### src/rtl/logarithm.sv
// Iterative natural logarithm by multiplicative normalisation.
// Input y is 2.16 fixed point in [1, 4); the output is ln(y) as a 16-bit fraction.
// Each CALC cycle tries to grow z by a factor (1 + 2^-k) without passing y.
// When a step is accepted, ln(1 + 2^-k) is added to the accumulator.
module logarithm #(
  parameter int N_ITER = 16,
  parameter int FW     = 16
) (
  input  logic          clk,
  input  logic          rst,
  input  logic          start,
  input  logic [1:0]    intpart,
  input  logic [FW-1:0] fracpart,
  output logic          done,
  output logic [FW-1:0] result,
  output logic          err
);

  localparam int YW = FW + 2;

  typedef enum logic [1:0] {IDLE, CALC, DONE} state_t;

  state_t        state, state_next;
  logic [YW-1:0] z, y_reg, t;
  logic [FW:0]   acc, acc_next;
  logic [3:0]    k;
  logic          last_iter;
  logic          take;

  // ln(1 + 2^-k) scaled by 2^16 and rounded to nearest.
  function automatic logic [FW-1:0] ln_rom(input logic [3:0] idx);
    logic [FW-1:0] v;
    case (idx)
      4'd0:    v = 16'd45426;
      4'd1:    v = 16'd26573;
      4'd2:    v = 16'd14624;
      4'd3:    v = 16'd7719;
      4'd4:    v = 16'd3973;
      4'd5:    v = 16'd2017;
      4'd6:    v = 16'd1016;
      4'd7:    v = 16'd510;
      4'd8:    v = 16'd256;
      4'd9:    v = 16'd128;
      4'd10:   v = 16'd64;
      4'd11:   v = 16'd32;
      4'd12:   v = 16'd16;
      4'd13:   v = 16'd8;
      4'd14:   v = 16'd4;
      default: v = 16'd2;
    endcase
    return v;
  endfunction

  // Candidate step and accumulator update for the current iteration.
  always_comb begin
    t         = z + (z >> k);
    take      = (t <= y_reg);
    acc_next  = take ? acc + {1'b0, ln_rom(k)} : acc;
    last_iter = (k == 4'(N_ITER - 1));
  end

  // Next-state logic for the IDLE -> CALC -> DONE sequence.
  always_comb begin
    state_next = state;
    case (state)
      IDLE:    if (start) state_next = CALC;
      CALC:    if (last_iter) state_next = DONE;
      DONE:    state_next = IDLE;
      default: state_next = IDLE;
    endcase
  end

  // State register.
  always_ff @(posedge clk or posedge rst) begin
    if (rst) state <= IDLE;
    else     state <= state_next;
  end

  // Datapath: operand capture, iteration, and result/error registration.
  always_ff @(posedge clk or posedge rst) begin
    if (rst) begin
      z      <= '0;
      y_reg  <= '0;
      acc    <= '0;
      k      <= '0;
      done   <= 1'b0;
      result <= '0;
      err    <= 1'b0;
    end else begin
      done <= (state == CALC) && last_iter;
      case (state)
        IDLE: begin
          if (start) begin
            y_reg <= {intpart, fracpart};
            z     <= {2'b01, {FW{1'b0}}};
            acc   <= '0;
            k     <= '0;
            err   <= 1'b0;
          end
        end
        CALC: begin
          if (take) z <= t;
          acc <= acc_next;
          k   <= k + 4'd1;
          if (last_iter) begin
            // y < 1 has a negative log; y >= 3 or accumulator overflow saturates.
            if (y_reg[YW-1:FW] == 2'd0) begin
              result <= '0;
              err    <= 1'b1;
            end else if (y_reg[YW-1:FW] == 2'd3 || acc_next[FW]) begin
              result <= '1;
              err    <= 1'b1;
            end else begin
              result <= acc_next[FW-1:0];
              err    <= 1'b0;
            end
          end
        end
        default: ;
      endcase
    end
  end

endmodule
### config.mk
export PLATFORM = sky130hd
export DESIGN_NAME = logarithm
export DESIGN_NICKNAME = d
export VERILOG_FILES = /design/src/rtl/logarithm.sv
export SDC_FILE = /design/constraint.sdc
export NUM_CORES = 1
export LEC_CHECK = 0
export CELL_PAD_IN_SITES_DETAIL_PLACEMENT = 0
export CELL_PAD_IN_SITES_GLOBAL_PLACEMENT = 1
export CORE_UTILIZATION = 46
export CTS_CLUSTER_SIZE = 40
export DETAILED_ROUTE_END_ITERATION = 8
export PLACE_DENSITY_LB_ADDON = 0.1
export SLEW_MARGIN = 20
export SYNTH_ARGS = -nofsm -noshare
export SYNTH_HDL_FRONTEND = slang
export SYNTH_SLANG_ARGS = --single-unit
### constraint.sdc
create_clock -name clk -period 8.1 [get_ports clk]
set_input_delay 2.025 -clock clk [delete_from_list [all_inputs] [get_ports clk]]
set_output_delay 2.025 -clock clk [all_outputs]
set_load 0.01 [all_outputs]
## Word level (Yosys, flattened, before mapping)

Memories as Yosys holds them, arrays and structs flattened.
Cells that the tools add are included.

| word-level totals | value |
|---|---|
| output and inout port bits | 18 |
| memory bits (read-only) | 256 |
| logic and storage cells | 49 |
| input bits | 21 |
| memories | 1 |
| register bits | 77 |

| operators by class | value |
|---|---|
| multiplexer cells | 18 |
| $add $sub $neg | 3 |
| reduce and logical (&&, ||, !) cells | 11 |
| order comparisons | 1 |
| eq/ne operators | 6 |
| shifts and indexed selects | 1 |

Memories:

| memory | depth | width | rd ports | clocked after Yosys merged registers in | wr ports | line | RTL |
|---|---|---|---|---|---|---|---|
| (no name shown) | 16 | 16 | 1 | 0 | 0 | 33 | `case (idx)` |

Operator list:

| cell | number |
|---|---|
| 18-bit 2-to-1 mux | 2 |
| 18-bit one-hot mux with 2 select lines | 1 |
| 17-bit 2-to-1 mux | 2 |
| 17-bit one-hot mux with 2 select lines | 1 |
| 16-bit 2-to-1 mux | 2 |
| 18-bit adder | 1 |
| 18-bit less-or-equal comparator | 1 |
| 18-bit by 4-bit >> shifter with 18-bit output | 1 |
| 17-bit by 16-bit adder with 17-bit output | 1 |
| 4-bit one-hot mux with 2 select lines | 1 |
| 2-bit AND reduction | 4 |
| 2-bit != test, second input constant | 3 |
| 3-bit AND reduction | 2 |
| 4-bit by 1-bit adder with 4-bit output, second input constant | 1 |
| 4-bit == test, second input constant | 1 |
| 2-bit logical NOT | 2 |
| 1-bit 2-to-1 mux | 4 |
| 2-bit 2-to-1 mux | 2 |
| 4-bit 2-to-1 mux | 1 |
| 2-bit one-hot mux with 2 select lines | 1 |
| 2-bit by 1-bit == test with 1-bit output, second input constant | 1 |
| 2-bit == test, second input constant | 1 |
| 1-bit one-hot mux with 2 select lines | 1 |
| 2-bit nonzero test | 1 |
| 2 further kinds | 2 |

## Longest topological paths before layout

| depth | value |
|---|---|
| depth after elaboration | 9 |
| mapped depth | 28 |
| depth with buffers taken out | 24 |

## Worst setup path before layout

No wires, ideal clock.

| timing | value |
|---|---|
| path type | register -> register |
| start point | reg k[1] |
| end point | reg result[4] |
| clock period less this slack | 5.631 ns |
| setup time | 0.087 ns |
| cell stages (with the launch flop) | 27 |
| arrival time | 5.545 ns |
| path slack | 2.469 ns |
| path buffers | 4 |
| data required time | 8.013 ns |
| path through | dfrtp_1 > buf_1 > clkbuf_1 > mux2i_1 > nand2_1 > a311oi_1 > a21oi_1 > ha_1 > inv_1 > fa_1 > nor2b_4 > o31a_4 > o41ai_4 > a31oi_1 > or4_1 > a31oi_1 > xnor2_1 > ha_1 > nand4_1 > a21oi_1 > a2111oi_0 > a21boi_0 > buf_2 > o31ai_1 > o211ai_4 > buf_6 > o211ai_1 |

| on the way | value |
|---|---|
| cells in the longest elaborated chain, start to end | 7 |
| elaborated cells between the ends (all ways) | 11 |
| classes of those cells | add/sub (2); order compare (1); eq/ne (1); shift (1); mux (3); reduce/logical (2); memory (1) |

Ends and longest elaborated chain:

| element | line | RTL |
|---|---|---|
| start: declaration | 26 | `logic [3:0] k;` |
| start signal: assignment | 104 | `k <= k + 4'd1;` |
| 18-bit by 4-bit >> shifter with 18-bit output | 56 | `t = z + (z >> k);` |
| 18-bit adder | 56 |  |
| 18-bit less-or-equal comparator | 57 | `take = (t <= y_reg);` |
| 17-bit 2-to-1 mux | 58 | `acc_next = take ? acc + {1'b0, ln_rom(k)} : acc;` |
| 1-bit logical OR | 110 | `end else if (y_reg[YW-1:FW] == 2'd3 \|\| acc_next[FW]) begin` |
| 16-bit 2-to-1 mux | 110 |  |
| 16-bit 2-to-1 mux | 107 | `if (y_reg[YW-1:FW] == 2'd0) begin` |
| end signal: assignment | 114 | `result <= acc_next[FW-1:0];` |
| end: declaration | 15 | `output logic [FW-1:0] result,` |

Parallel ways exist; a longest one is shown, timed or not.
A chain may end at the register's enable or synchronous reset.

## Final worst setup path

| timing | value |
|---|---|
| start point | reg k[0] |
| end point | reg result[12] |

The elaborated chain is that of the path after synthesis.

==> results.sh <==
export IMPL_fmax_mhz=161.3
export IMPL_wl_per_cell_um=16.96
export IMPL_io_buffers=38
export IMPL_first_global_vias=4827
export IMPL_cp_end_kind="flop"
export IMPL_yosysSeqAreaShare=0.3182
export IMPL_cp_start_kind="flop"
export IMPL_via_per_inst=5.726
export IMPL_num_vias=5148
export IMPL_syn_inst=699
export IMPL_grt_pass1_wl_mm=25.22
export IMPL_tightest_slew_ns=0.9434
export IMPL_slew_violations=0
export IMPL_hold_viol=0
export IMPL_clock_latency_ns=0.34
export IMPL_reg2reg_slack_ns=1.90
export IMPL_n_fill_cell=1239
export IMPL_dp_hpwl_mm=10.89
export IMPL_cp_required_ns=8.29
export IMPL_tns_ns=0
export IMPL_min_path_cells=1
export IMPL_drt_iter0_drc=265
export IMPL_dieHeight_um=116.7
export IMPL_async_flop_share=1.000
export IMPL_syn_num_nets=783
export IMPL_rows=41
export IMPL_antenna_found_initial=0
export IMPL_finalInstanceArea_um2=6930
export IMPL_fin_nets=807
export IMPL_area_growth_pct=14.44
export IMPL_drt_total_wl_mm=15.25
export IMPL_r2r_end="result[12]$_DFFE_PP0P_"
export IMPL_cts_inserted_buffers=9
export IMPL_postPlaceCellArea_um2=6585
export IMPL_synth_edf_count=0
export IMPL_post_route_period_util=0.7656
export IMPL_finClkSkew_ns=0.008770
export IMPL_ys_warnings_count=0
export IMPL_path_class="reg -> reg"
export IMPL_overflow=0
export IMPL_synth_seq_cells=77
export IMPL_run_status="complete, no violations"
export IMPL_critical_path_max_fanout=21
export IMPL_ys_flop_type="dfrtp_1"
export IMPL_reg2regPathDepth=23
export IMPL_dr_pass1_iters=5
export IMPL_clk_path_buf_depth=2
export IMPL_syn_area_um2=6056
export IMPL_fin_hold_ws_ns=0.5017
export IMPL_die_w_um=116.7
export IMPL_ant_nets=0
export IMPL_clock_sinks=77
export IMPL_fp_coreArea_um2=12720
export IMPL_min_from="y_reg[5]$_DFFE_PP0P_"
export IMPL_fin_crit_ns=6.201
export IMPL_grt_max_degree=78
export IMPL_final_layout_size_suffix_gt1_frac=0.08528
export IMPL_cp_arrival_ns=6.39
export IMPL_max_slew_margin=0.3706
export IMPL_hold_path_endpoint="y_reg[5]$_DFFE_PP0P_"
export IMPL_rsz0062_at_grt="no"
export IMPL_grt_usage=0.2417
export IMPL_drc_errors=0
export IMPL_root_buffer="clkbuf_16"
export IMPL_syn_area_per_cell_um2=8.664
export IMPL_htree_levels=3
export IMPL_cts_setup_buffers=0
export IMPL_cts_clk_slew_worst_paths_ns=0.06
export IMPL_pre_cts_slack_ns=1.971
export IMPL_die_area_um2=13630
export IMPL_cts_resized=0
export IMPL_initial_core_util=0.4760
export IMPL_timing_final_ws_setup_ns=1.899
export IMPL_hold_class="reg -> reg"
export IMPL_yosysUniqueCellTypes=62
export IMPL_diodes=0
export IMPL_place_congestion=0.8996
export IMPL_io_pins=39
export IMPL_postCtsHoldBufs=0
export IMPL_setup_viol=0
export IMPL_cap_violations=0
export IMPL_cts_tree="done"
export IMPL_reg2reg_from="k[0]$_DFFE_PP0P_"
==> worst max-delay path: stages, from the launching register on <==
cell	delay [ns]
dfrtp_1	0.35
clkinv_1	0.49
nor2_1	0.25
a211oi_1	0.09
a311oi_1	0.31
a21oi_1	0.10
ha_1	0.24
inv_1	0.07
fa_1	0.25
nor2b_4	0.06
o31a_4	0.30
o41ai_4	0.25
a31oi_1	0.19
or4_1	0.44
a31oi_1	0.25
xnor2_1	0.18
ha_1	0.29
nand4_1	0.10
a21oi_1	0.05
a2111oi_0	0.47
a21boi_2	0.21
or3_4	0.44
o211ai_4	0.48
o211ai_1	0.18
==> routing by layer <==
| metal | vias up | GRT usage | routed length [um] |
|---|---|---|---|
| met5 | - | 0 | 0 |
| met4 | 0 | 0.07932 | 190 |
| met3 | 15 | 0.03736 | 682 |
| met2 | 124 | 0.3507 | 6494 |
| met1 | 2457 | 0.3636 | 7882 |
| li1 | 2552 | - | - |
==> cells in the mapped netlist (6+ instances only) <==
cell type	instances	area share
a211oi_1	9	0.011
a21o_1	16	0.020
a21oi_1	51	0.042
a31oi_1	6	0.0062
and3_1	6	0.0062
buf_1	6	0.0037
clkbuf_1	24	0.015
dfrtp_1	77	0.32
ha_1	61	0.13
inv_1	40	0.025
mux2_2	25	0.046
mux2i_1	22	0.036
nand2_1	90	0.056
nand2b_1	7	0.0072
nand3_1	22	0.018
nand4_1	7	0.0072
nor2_1	45	0.028
nor2b_1	8	0.0083
nor3_1	8	0.0066
o211ai_1	19	0.024
o21a_1	7	0.0087
o21ai_0	50	0.041
o21bai_1	8	0.0099
o22ai_1	6	0.0062
xnor2_1	19	0.027
xor2_1	8	0.012
==> how the worst max path moves through the flow <==
stage / start / end / slack (ns) / cells past startpoint
global route: k[0]$_DFFE_PP0P_ / result[10]$_DFFE_PP0P_ / 1.41 / 23
global placement: k[1]$_DFFE_PP0P_ / result[8]$_DFFE_PP0P_ / 2.10 / 22
finish: k[0]$_DFFE_PP0P_ / result[12]$_DFFE_PP0P_ / 1.90 / 23
detailed placement: k[1]$_DFFE_PP0P_ / result[10]$_DFFE_PP0P_ / 1.97 / 22
CTS: k[1]$_DFFE_PP0P_ / result[10]$_DFFE_PP0P_ / 1.94 / 22
floorplan: k[1]$_DFFE_PP0P_ / result[4]$_DFFE_PP0P_ / 2.47 / 26
==> metrics by stage <==
stage / instances / util
after floorplan: 699 / -
after global placement: 883 / 0.5173
after detailed placement: 883 / 0.5176
after CTS: 898 / 0.5432
after global routing: 899 / 0.5447
final: 899 / 0.5447
==> placed cells by master (no fill, tap or decap), types with 22 or more instances in the layout <==
cell	instances
ha_1	61
nand2_1	90
a21oi_1	51
clkdlybuf4s50_1	38
mux2_2	25
inv_1	39
mux2i_1	22
o21ai_0	50
nor2_1	45
nand3_1	22
dfrtp_1	77
==> cell type report <==
type,count,area (um2),share of cell area
Clock buffer,12,256.5,0.03701
Clock inverter,3,68.82,0.009930
Inverter,42,158.9,0.02293
Multi-Input combinational cell,546,3844,0.5546
Sequential cell,77,1927,0.2780
Tap cell,172,215.2,0.03105
Timing Repair Buffer,47,460.4,0.06644
==> cell families (layout without fill, tap and decap cells) <==
group           after synthesis  count (layout)  synth area share
compound gates              200             200            0.2182
xor+xnor                     27              27           0.03905
simple gates                208             208            0.1564
flops                        77              77            0.3182
fa+ha+maj                    63              63            0.1326
mux                          48              48           0.08657
buf+inv                      76             104           0.04896
Power is left out: the tool's default activity adds up to more than one toggle a clock period on the data nets, which glitch-free logic cannot reach.
